`src/rtl/bits_to_bytes_seq.sv`:
```
// Sequential bit-to-byte packer: gathers IN_W-bit beats LSB-first into bytes
// and streams them out with valid/ready handshakes, one job of MSG_BITS per start.
module bits_to_bytes_seq #(
  parameter int MSG_BITS = 256,
  parameter int IN_W     = 1
) (
  input  logic            clk,
  input  logic            rst_n,
  input  logic            start,
  output logic            busy,
  output logic            done,
  input  logic            in_valid,
  output logic            in_ready,
  input  logic [IN_W-1:0] in_bits,
  output logic            out_valid,
  input  logic            out_ready,
  output logic [7:0]      out_byte,
  output logic            out_last
);

  localparam int MSG_BYTES = MSG_BITS / 8;
  localparam int CNT_W     = $clog2(MSG_BYTES + 1);
  localparam logic [2:0]       LAST_BITCNT = 3'(8 - IN_W);
  localparam logic [CNT_W-1:0] LAST_BYTE   = CNT_W'(MSG_BYTES - 1);

  typedef enum logic [1:0] {IDLE, RUN, DRAIN, DONE} state_t;

  state_t           state;
  state_t           state_next;
  logic [7:0]       acc;
  logic [2:0]       bitcnt;
  logic [CNT_W-1:0] bytecnt;
  logic             completing;
  logic             last_byte;
  logic             in_fire;
  logic             out_fire;
  logic [7:0]       merged;

  // Accumulator bits above bitcnt are always clear, so OR-ing places the beat.
  assign completing = (bitcnt == LAST_BITCNT);
  assign last_byte  = (bytecnt == LAST_BYTE);
  assign merged     = acc | (8'(in_bits) << bitcnt);
  assign in_fire    = in_valid && in_ready;
  assign out_fire   = out_valid && out_ready;

  always_ff @(posedge clk) begin
    if (!rst_n) state <= IDLE;
    else        state <= state_next;
  end

  always_comb begin
    state_next = state;
    busy       = 1'b0;
    done       = 1'b0;
    in_ready   = 1'b0;
    case (state)
      IDLE: begin
        if (start) state_next = RUN;
      end
      RUN: begin
        busy     = 1'b1;
        // A completing beat may only enter if the output slot is free or draining now.
        in_ready = !completing || !out_valid || out_ready;
        if (in_valid && in_ready && completing && last_byte) state_next = DRAIN;
      end
      DRAIN: begin
        busy = 1'b1;
        if (out_fire) state_next = DONE;
      end
      DONE: begin
        done       = 1'b1;
        state_next = IDLE;
      end
      default: state_next = IDLE;
    endcase
  end

  always_ff @(posedge clk) begin
    if (!rst_n) begin
      acc       <= '0;
      bitcnt    <= '0;
      bytecnt   <= '0;
      out_byte  <= '0;
      out_valid <= 1'b0;
      out_last  <= 1'b0;
    end else begin
      case (state)
        IDLE: begin
          if (start) begin
            acc     <= '0;
            bitcnt  <= '0;
            bytecnt <= '0;
          end
        end
        RUN: begin
          if (in_fire && completing) begin
            out_byte  <= merged;
            out_valid <= 1'b1;
            out_last  <= last_byte;
            acc       <= '0;
            bitcnt    <= '0;
            bytecnt   <= bytecnt + CNT_W'(1);
          end else begin
            if (in_fire) begin
              acc    <= merged;
              bitcnt <= bitcnt + 3'(IN_W);
            end
            if (out_fire) begin
              out_valid <= 1'b0;
              out_last  <= 1'b0;
            end
          end
        end
        DRAIN: begin
          if (out_fire) begin
            out_valid <= 1'b0;
            out_last  <= 1'b0;
          end
        end
        default: ;
      endcase
    end
  end

endmodule

```
`config.mk`:
```
export PLATFORM = sky130hd
export DESIGN_NAME = bits_to_bytes_seq
export DESIGN_NICKNAME = d
export VERILOG_FILES = /design/src/rtl/bits_to_bytes_seq.sv
export SDC_FILE = /design/constraint.sdc
export NUM_CORES = 1
export LEC_CHECK = 0
export ABC_AREA = 1
export BUFFER_PORTS_ARGS = -buffer_cell sky130_fd_sc_hd__buf_2
export CAP_MARGIN = 20
export CORE_MARGIN = 3
export CORE_UTILIZATION = 51
export DETAILED_ROUTE_END_ITERATION = 10
export PLACE_DENSITY = 0.78
export SETUP_SLACK_MARGIN = 0.3
export SLEW_MARGIN = 30
export SYNTH_ARGS = -nofsm -noshare
export SYNTH_HDL_FRONTEND = slang
export SYNTH_SLANG_ARGS = --single-unit
```
`constraint.sdc`:
```
create_clock -name clk -period 1.6 [get_ports clk]
set_clock_uncertainty 0.1 [all_clocks]
set_input_delay 0.08 -clock clk [delete_from_list [all_inputs] [get_ports clk]]
set_output_delay 0.08 -clock clk [all_outputs]
set_load 0.05 [all_outputs]
```
==> results.md, run 1 <==
- Syn_nets: between 200 and 250
- Worst Setup Start Kind: flop
- Top-count cell post-synth: nand2_1
- DR DRC count: 0
- Failing checks: setup timing
- Clock sink count: 29
- PwrDens: 2230 mW/mm²
- DRT iter0 DRCs: 139
- Final Cycle Share: 1.06
- Placer Congestion: between 0.8 and 0.9
- PortBufs: 18
- DR WL/cell: between 15 and 20 µm
- CTS tree: yes
- Number of max-cap violations: 0
- Register area share after synthesis: 0.388
- F_max: 0.589 GHz
- Status: finished, violations left
- Largest net degree at the start of global routing: 17
- CP required: between 1500 and 2000 ps
- Die outline width: between 60 and 70 µm
- Fin nets: approximately 270
- Antenna diodes: 0
- Data arrival, critical path: 1790 ps
- Part of the power in the clock network: 0.095
- Kind of critical path: flop to flop
- Die area: ~0.0036 mm²
- Antenna violation net count after detailed routing: 0
- Core footprint: 0.00278 mm²
- Final setup viols: 21
- Flip-flop and latch count after synthesis: 29
- Synthesized area per cell: 7.30 µm²
- DRT Pass-1 Iters: 7
- Crit-path max FO: 7
- Mapped Cells: 205
- Logic pwr share: 0.701
- Yosys top cell area share: 0.388
- Mapped Area: 0.00150 mm²
- WHS: 157 ps
- Area Growth Syn to Fin: 64.0%
- Worst VDD drop: 1.89 mV
- Yosys Warn Count: 0
- Die Ht: 60.2 µm
- I/O pin count: 19
- DRT Wirelength: 5460 µm
- Initial antenna violation count: 0
- Top cells by area, synth: dfxtp_1 39%, a21oi_1 11%, nand2_1 8.8%, ha_1 6.7%, inv_1 5.5%
- Commonest cells in the synthesized netlist: 35 x nand2_1, 32 x a21oi_1, 29 x dfxtp_1
- Post-DP HPWL: about 2700 µm
- Sw frac: 0.485
- GRT Total Usage: 0.269
- Global-route wire length before repair: slightly above 7000 µm
- Sequential Power Share: 0.204
- Tmin final: 1700 ps
- CTS Buffer Depth: 2
- RSZ-0062 raised after global routing: true
- CTS HTree Levels: 2
- Number of CTS-inserted buffers: 5
- Internal: 2.81 mW
- Worst-path clk slew: roughly 90 ps
- Final hold viol count: 0
- Clock Latency Late Sink: 340 ps
- LEAKAGE: 0.973 nW
- Pre-CTS WS: -19.8 ps
- Worst Tran Pin Value: between 600 and 700 ps
- Vias in the first global route: 1604
- Total congestion overflow: 0
- Rows: 19
- Number of distinct library cells after synthesis: 24
- Post-synth EDFFs: 0
- Final setup margin: -98.6 ps
- Synth Flop Type: dfxtp_1
- Detailed-route via count: between 1500 and 2000
- Root Driver: clkbuf_4
- Layout cells sized above 1: 0.529
- Slew margin rel.: 0.562
- Vias/cell: 6.03
- CP Capture Type: flop
- Slew Limit Fails: 0
- Initial core utilization: 0.538
- Switching pwr: 2.66 mW
- Synth area leader: dfxtp_1
- Ys async rst share: 0
- Hold Path Class: input pin to flop
[cell usage in the layout (no fill, tap or decap), types with 4 or more instances in the layout]
cell type  count
a21oi_2       18
a21oi_1       12
dfxtp_1       24
buf_8          4
buf_4         18
nand2_2        9
dfxtp_4        4
nor2_4         6
nand2_1       25
o21ai_2       11
nor3_1         4
buf_12         5
clkbuf_4       5
o21bai_1       5
buf_2         15
buf_6          6
nand2_8        5
inv_1         17
nor2_1        18
nor3_2         4
nand3_1        5
ha_4           5
[per-stage QoR]
step | cells | setup TNS (ps) | utilization | cell area (µm²) | power [mW]
finish | 290 | -805 | 0.882 | 2450 | 5.47
global route | 290 | -2650 | 0.882 | 2450 | 5.73
CTS | 279 | 0 | 0.774 | 2150 | 4.57
detailed placement | 255 | -29.4 | 0.640 | 1780 | 3.26
global placement | 255 | 0 | 0.640 | 1780 | 3.16
floorplan | 205 | 0 | - | 1660 | 2.90
[final timing paths]
path / from / depth (start not counted) / endpoint / slack (ps)
max: bitcnt[1]$_SDFFE_PN0P_ / 10 / bitcnt[2]$_SDFFE_PN0P_ / -100
min: out_ready / 6 / out_last$_SDFFE_PN0P_ / 160
max reg2reg: bitcnt[1]$_SDFFE_PN0P_ / 10 / bitcnt[2]$_SDFFE_PN0P_ / -100
min reg2reg: out_byte[1]$_SDFFE_PN0P_ / 2 / out_byte[1]$_SDFFE_PN0P_ / 360
[layout make-up]
class                   count  area (µm²)
multi-input cells         149        1180
inverters                  24         120
clock buffers               7        65.1
flip-flops and latches     29         597
well taps                  31        38.8
fillers                   118         328
repair buffers             49         448
clock inverters             1        5.00
[metal layers]
layer / up-vias / routed length (µm) / global-route usage
li1: 788 / - / -
met1: 828 / 1970 / 0.278
met2: 109 / 2910 / 0.491
met3: 24 / 381 / 0.0691
met4: 0 / 198 / 0.142
met5: - / 0 / 0
[power groups by stage]
stage	Clock [mW]	Sequential (mW)	Combinational, mW
floorplan	0	1.10	1.80
global placement	0	1.08	2.08
detailed placement	0	1.09	2.16
CTS	0.519	1.08	2.97
global route	0.557	1.13	4.05
finish	0.521	1.11	3.83
[flip-flops by register name, indices dropped and copies added, names as in the netlist]
signal and count:
acc 8, bitcnt 3, bytecnt 6, out_byte 8, out_last 1, out_valid 1, state 2
[cells by family after synthesis]
logic type | synth area share
simple gates | 0.250
compound gates | 0.202
buf+inv | 0.0936
flops | 0.388
fa+ha+maj | 0.0669
[critical path, cell delays in order, from the launching register on]
cell and delay, ps:
dfxtp_4 360, ha_4 160, ha_4 170, buf_4 130, nand3_2 70, nand2_2 70, nand2_4 120, buf_12 120
nand2_8 60, a21oi_2 120, nor3_1 70
[repair_timing]
action	in CTS	in global routing
pin swaps	16	24
setup buffers	12	11
gates resized for setup	47	44
hold buffers	1	0
setup endpoints to repair	32	32
gates cloned	3	0
endpoints found under the hold margin	8	0
No activity file was read; power rests on OpenSTA's default activity.
==> run 2, diff against run 1 <==
--- a/config.mk
+++ b/config.mk
@@ -9,9 +9,9 @@
 export BUFFER_PORTS_ARGS = -buffer_cell sky130_fd_sc_hd__buf_2
 export CAP_MARGIN = 20
 export CORE_MARGIN = 3
-export CORE_UTILIZATION = 51
+export CORE_UTILIZATION = 61
 export DETAILED_ROUTE_END_ITERATION = 10
-export PLACE_DENSITY = 0.78
+export PLACE_DENSITY = 0.87
 export SETUP_SLACK_MARGIN = 0.3
 export SLEW_MARGIN = 30
 export SYNTH_ARGS = -nofsm -noshare
==> constraint.sdc (replaced) <==
create_clock -name clk -period 2.1 [get_ports clk]
set_clock_uncertainty 0.1 [all_clocks]
set_input_delay 0.105 -clock clk [delete_from_list [all_inputs] [get_ports clk]]
set_output_delay 0.105 -clock clk [all_outputs]
set_load 0.05 [all_outputs]
==> run 2 against run 1 <==
Effect of this change:
- combinational power fell by 60%
- die area is 15% lower
- the flow now finishes without violations
- hold slack got worse by 41 ps
- non-clock buffer count down 26
- global-route usage shrank 2.7 points
- final cell count down 11%
- flip-flop and latch count unchanged
- worst setup slack better by 440 ps
- clock-buffer cell count did not move
==> results.md, run 2 (synthesized netlist as in run 1, its figures left out) <==
- Post-DP HPWL: 2410 µm
- Worst-path clk slew: 90 ps
- Switching pwr: 1.29 mW
- I/O pin count: 19
- Most common cell after layout, fill and taps aside: nand2_1
- F_max: 0.570 GHz
- Antenna diodes: 0
- DRT iter0 DRCs: 49
- Biggest regs: acc x8, out_byte x8, bytecnt x6
- Worst Tran Pin Value: around 500 ps
- Slew Limit Fails: 0
- Crit-path max FO: 4
- DRT Wirelength: 3590 µm
- FF/Latch Area: about 590 µm²
- Largest net degree at the start of global routing: 17
- Core footprint: 0.00228 mm²
- PortBufs: 18
- CTS HTree Levels: 2
- Sequential Power Share: 0.289
- Initial antenna violation count: 0
- Placer Congestion: 0.942
- DRT Pass-1 Iters: 4
- Worst VDD drop: 1.37 mV
- TNS Setup: 0 ps
- Tmin final: ~1800 ps
- Final setup viols: 0
- Die Ht: between 50 and 60 µm
- Kind of critical path: flop to primary output
- Area of the multi-input gates: 841 µm²
- Vias in the first global route: 1429
- Number of max-cap violations: 0
- Status: finished, final reports clean
- Root Driver: clkbuf_4
- GRT Total Usage: 0.242
- Final hold viol count: 0
- Highest-count cells in the layout ignoring fill and taps: 35 x nand2_1, 32 x a21oi_1, 25 x dfxtp_1
- Detailed-route via count: 1442
- Sw frac: 0.459
- Data arrival, critical path: 1550 ps
- Total congestion overflow: 0
- Logic pwr share: 0.542
- Internal: ~1.5 mW
- Overall power: 2.82 mW
- Fill cells: 153
- Worst Setup Start Kind: flop
- DR WL/cell: 13.9 µm
- Die outline width: 55.5 µm
- Layout cells sized above 1: 0.217
- Slew margin rel.: 0.669
- Die area: 0.00308 mm²
- CP required: 1890 ps
- Clock sink count: 29
- RSZ-0062 raised after global routing: true
- Clock Latency Late Sink: 320 ps
- Rows: 17
- Number of CTS-inserted buffers: 5
- Global-route wire length before repair: 5980 µm
- CTS tree: yes
- CTS Buffer Depth: 2
- DR DRC count: 0
- CP Capture Type: primary output
- Area Growth Syn to Fin: 19.1%
- Antenna violation net count after detailed routing: 0
- Fin nets: 243
- Part of the power in the clock network: 0.169
- LEAKAGE: 0.745 nW
- Initial core utilization: 0.658
- Final Cycle Share: 0.835
- PwrDens: 1580 mW/mm²
- Vias/cell: about 5.6
- Hold Path Class: input pin to flop
==> run 2: repair_timing <==
item                                    CTS  global route
setup buffers                             0             2
hold buffers                              1             0
pin swaps                                 1             3
hold endpoints to repair                  4             0
resized for setup                         8            14
endpoints found under the setup margin   26            28
==> run 2: power groups by stage <==
stage          sequential, mW  clock (mW)  combinational [mW]
2_1_floorplan           0.804           0                1.10
3_3_place_gp            0.792           0                1.28
3_5_place_dp            0.801           0                1.32
4_1_cts                 0.800       0.483                1.39
5_1_grt                 0.832       0.512                1.69
6_report                0.815       0.476                1.53
==> run 2: through the flow <==
step	hold WS, ps	setup WS (ps)	utilization	instance area (µm²)	instances
floorplan	277	445	-	1500	205
global placement	325	283	0.700	1590	247
detailed placement	328	167	0.700	1590	247
CTS	87.1	274	0.753	1710	256
global route	149	294	0.783	1780	258
finish	116	346	0.783	1780	258
==> run 2: worst paths after layout <==
check                                 from                       end  slack [ps]  depth (start not counted)
hold / removal                   out_ready     out_last$_SDFFE_PN0P_         120                          6
setup reg to reg    bitcnt[1]$_SDFFE_PN0P_     state[0]$_SDFFE_PN0P_         400                         11
setup / recovery     state[1]$_SDFFE_PN0P_                  in_ready         350                          5
hold reg to reg   out_byte[5]$_SDFFE_PN0P_  out_byte[5]$_SDFFE_PN0P_         380                          2
==> run 2: critical path: stages, from the launching register on <==
cell,delay [ps]
dfxtp_1,350
inv_2,130
ha_4,200
clkinvlp_4,140
a31oi_2,210
buf_6,190
==> run 2: final cells by class <==
| cell class | count | share of cell area |
|---|---|---|
| sequential | 29 | 0.331 |
| timing repair buffer | 23 | 0.0765 |
| clock inverter | 1 | 0.0169 |
| clock buffer | 7 | 0.0309 |
| inverter | 24 | 0.0527 |
| multi-input combinational | 146 | 0.472 |
| tap | 28 | 0.0197 |
==> run 2: per-layer routing <==
metal / track usage / part of all wire / up-vias
met2: 0.429 / 0.53 / 21
met3: 0.0537 / 0.032 / 10
met4: 0.118 / 0.024 / 0
met1: 0.270 / 0.41 / 694
met5: 0 / 0 / -
li1: - / - / 717
==> run 3, diff against run 2 <==
--- a/config.mk
+++ b/config.mk
@@ -9,9 +9,9 @@
 export BUFFER_PORTS_ARGS = -buffer_cell sky130_fd_sc_hd__buf_2
 export CAP_MARGIN = 20
 export CORE_MARGIN = 3
-export CORE_UTILIZATION = 61
+export CORE_UTILIZATION = 56
 export DETAILED_ROUTE_END_ITERATION = 10
-export PLACE_DENSITY = 0.87
+export PLACE_DENSITY = 0.82
 export SETUP_SLACK_MARGIN = 0.3
 export SLEW_MARGIN = 30
 export SYNTH_ARGS = -nofsm -noshare
==> constraint.sdc (replaced) <==
create_clock -name clk -period 1.7 [get_ports clk]
set_clock_uncertainty 0.1 [all_clocks]
set_input_delay 0.085 -clock clk [delete_from_list [all_inputs] [get_ports clk]]
set_output_delay 0.085 -clock clk [all_outputs]
set_load 0.05 [all_outputs]
==> run 3 against run 2 <==
Effect of this change:
- critical path depth grew 3
- first-iteration DRC count increased to 2.6 times the previous value
- utilization increased by 11 points
- register-to-register slack lost 330 ps
- combinational power up 120%
- via count rose by 18%
- design area increased by 25%
- clock power decreased by 14%
- clock-buffer cell count fell by 1
- flip-flop and latch count did not move
- worst setup slack got worse by 280 ps
- critical path type is now flop to flop
- largest cell class unchanged
==> results.md, run 3 (synthesized netlist as in run 1, its figures left out) <==
- I/O pin count: 19
- Area Growth Syn to Fin: 49.0%
- Total congestion overflow: 0
- CP required: 1800 ps
- F_max: 0.613 GHz
- Highest-count cells in the layout ignoring fill and taps: 31 x nand2_1, 24 x dfxtp_1, 17 x inv_1, 17 x nor2_1, 17 x buf_4
- Number of CTS-inserted buffers: 5
- Status: finished, final reports clean
- Vias/cell: between 6 and 7
- Final Cycle Share: 0.959
- Post-layout util: 0.892
- Data arrival, critical path: 1730 ps
- Vias in the first global route: 1620
- Global-route wire length before repair: 7490 µm
- CTS HTree Levels: 2
- Clock Latency Late Sink: 340 ps
- WHS: 101 ps
- DR DRC count: 0
- Biggest regs: acc x8, out_byte x8, bytecnt x6
- Final hold viol count: 0
- Detailed-route via count: 1700
- Kind of critical path: flop to flop
- GRT Total Usage: 0.300
- Most common cell after layout, fill and taps aside: nand2_1
- Slew margin rel.: 0.579
- Worst Tran Pin Value: around 630 ps
- Die Ht: approximately 58 µm
- Die outline width: 57.7 µm
- Placer Congestion: 0.908
- Slew Limit Fails: 0
- Layout cells sized above 1: 0.444
- PwrDens: around 2200 mW/mm²
- Fin nets: 263
- Initial core utilization: 0.599
- Fill cells: 112
- DRT Wirelength: 5410 µm
- CP Capture Type: flop
- Number of max-cap violations: 0
- Die area: approximately 0.0033 mm²
- PortBufs: 18
- Antenna violation net count after detailed routing: 0
- LEAKAGE: 0.887 nW
- DRT iter0 DRCs: 128
- CTS tree: yes
- Overall power: between 4 and 5 mW
- TNS Setup: 0 ps
- Crit-path max FO: 6
- Final setup viols: 0
- Initial antenna violation count: 0
- Rows: 18
- DRT Pass-1 Iters: 5
- Largest net degree at the start of global routing: 17
- DR WL/cell: roughly 19 µm
- CTS Buffer Depth: 2
- RSZ-0062 raised after global routing: true
- Clock sink count: 29
- Core footprint: 0.00250 mm²
- Worst VDD drop: 2.25 mV
- Root Driver: clkbuf_4
- Hold Path Class: input pin to flop
- Antenna diodes: 0
- Tmin final: 1630 ps
- Post-DP HPWL: ~2700 µm
- Worst-path clk slew: about 90 ps
- Worst Setup Start Kind: flop
run 3: cell types whose count changed in the layout (fill, tap and decap cells not counted), sizes merged:
cell      delta
buf         +19
bufinv       -1
clkbuf       -1
clkinv       +2
clkinvlp     -1
inv          +1
nand2        +1
run 3: final timing paths:
path | start | end | slack [ps] | cells past startpoint
min reg2reg | out_last$_SDFFE_PN0P_ | out_last$_SDFFE_PN0P_ | 370 | 2
min | out_ready | out_last$_SDFFE_PN0P_ | 100 | 6
max reg2reg | bitcnt[1]$_SDFFE_PN0P_ | out_byte[6]$_SDFFE_PN0P_ | 70 | 8
max | bitcnt[1]$_SDFFE_PN0P_ | out_byte[6]$_SDFFE_PN0P_ | 70 | 8
run 3: power breakdown:
group / internal, mW / leakage (nW) / switching (mW)
clock network: 0.157 / 0.0320 / 0.253
logic: 1.39 / 0.616 / 1.98
registers: 0.870 / 0.239 / 0.169
run 3: metal layers:
layer | vias up | routed length, µm | track usage
met5 | - | 0 | 0
met4 | 0 | 267 | 0.182
met3 | 24 | 375 | 0.0846
met2 | 113 | 2810 | 0.545
met1 | 795 | 1950 | 0.300
li1 | 768 | - | -
run 3: stage by stage:
step | instance area, µm² | setup slack (ps) | instances
2_1_floorplan | 1660 | 178 | 205
5_1_grt | 2230 | 14.2 | 280
3_3_place_gp | 1760 | 137 | 252
3_5_place_dp | 1760 | 44.9 | 252
4_1_cts | 2080 | 113 | 275
6_report | 2230 | 69.2 | 280
run 3: what timing repair did:
action / in CTS / in global routing
resized for setup: 37 / 33
endpoints found under the hold margin: 6 / 0
pin swaps: 16 / 13
endpoints found under the setup margin: 30 / 31
hold buffers: 1 / 0
cloned: 1 / 0
setup buffers: 13 / 5
run 3: layout make-up:
class,count,area [µm²],area share
timing repair buffer,42,330,0.148
multi-input combinational,147,1100,0.494
inverter,24,113,0.0505
sequential,29,597,0.268
tap,30,37.5,0.0168
clock inverter,2,10.0,0.00449
clock buffer,6,41.3,0.0185
run 3: worst max-delay path, stage by stage, from the launching register on:
cell	delay (ps)
dfxtp_4	370
ha_4	130
ha_4	160
nand2_2	60
inv_2	70
nand2_4	80
buf_4	170
o21ai_0	230
a21oi_1	110
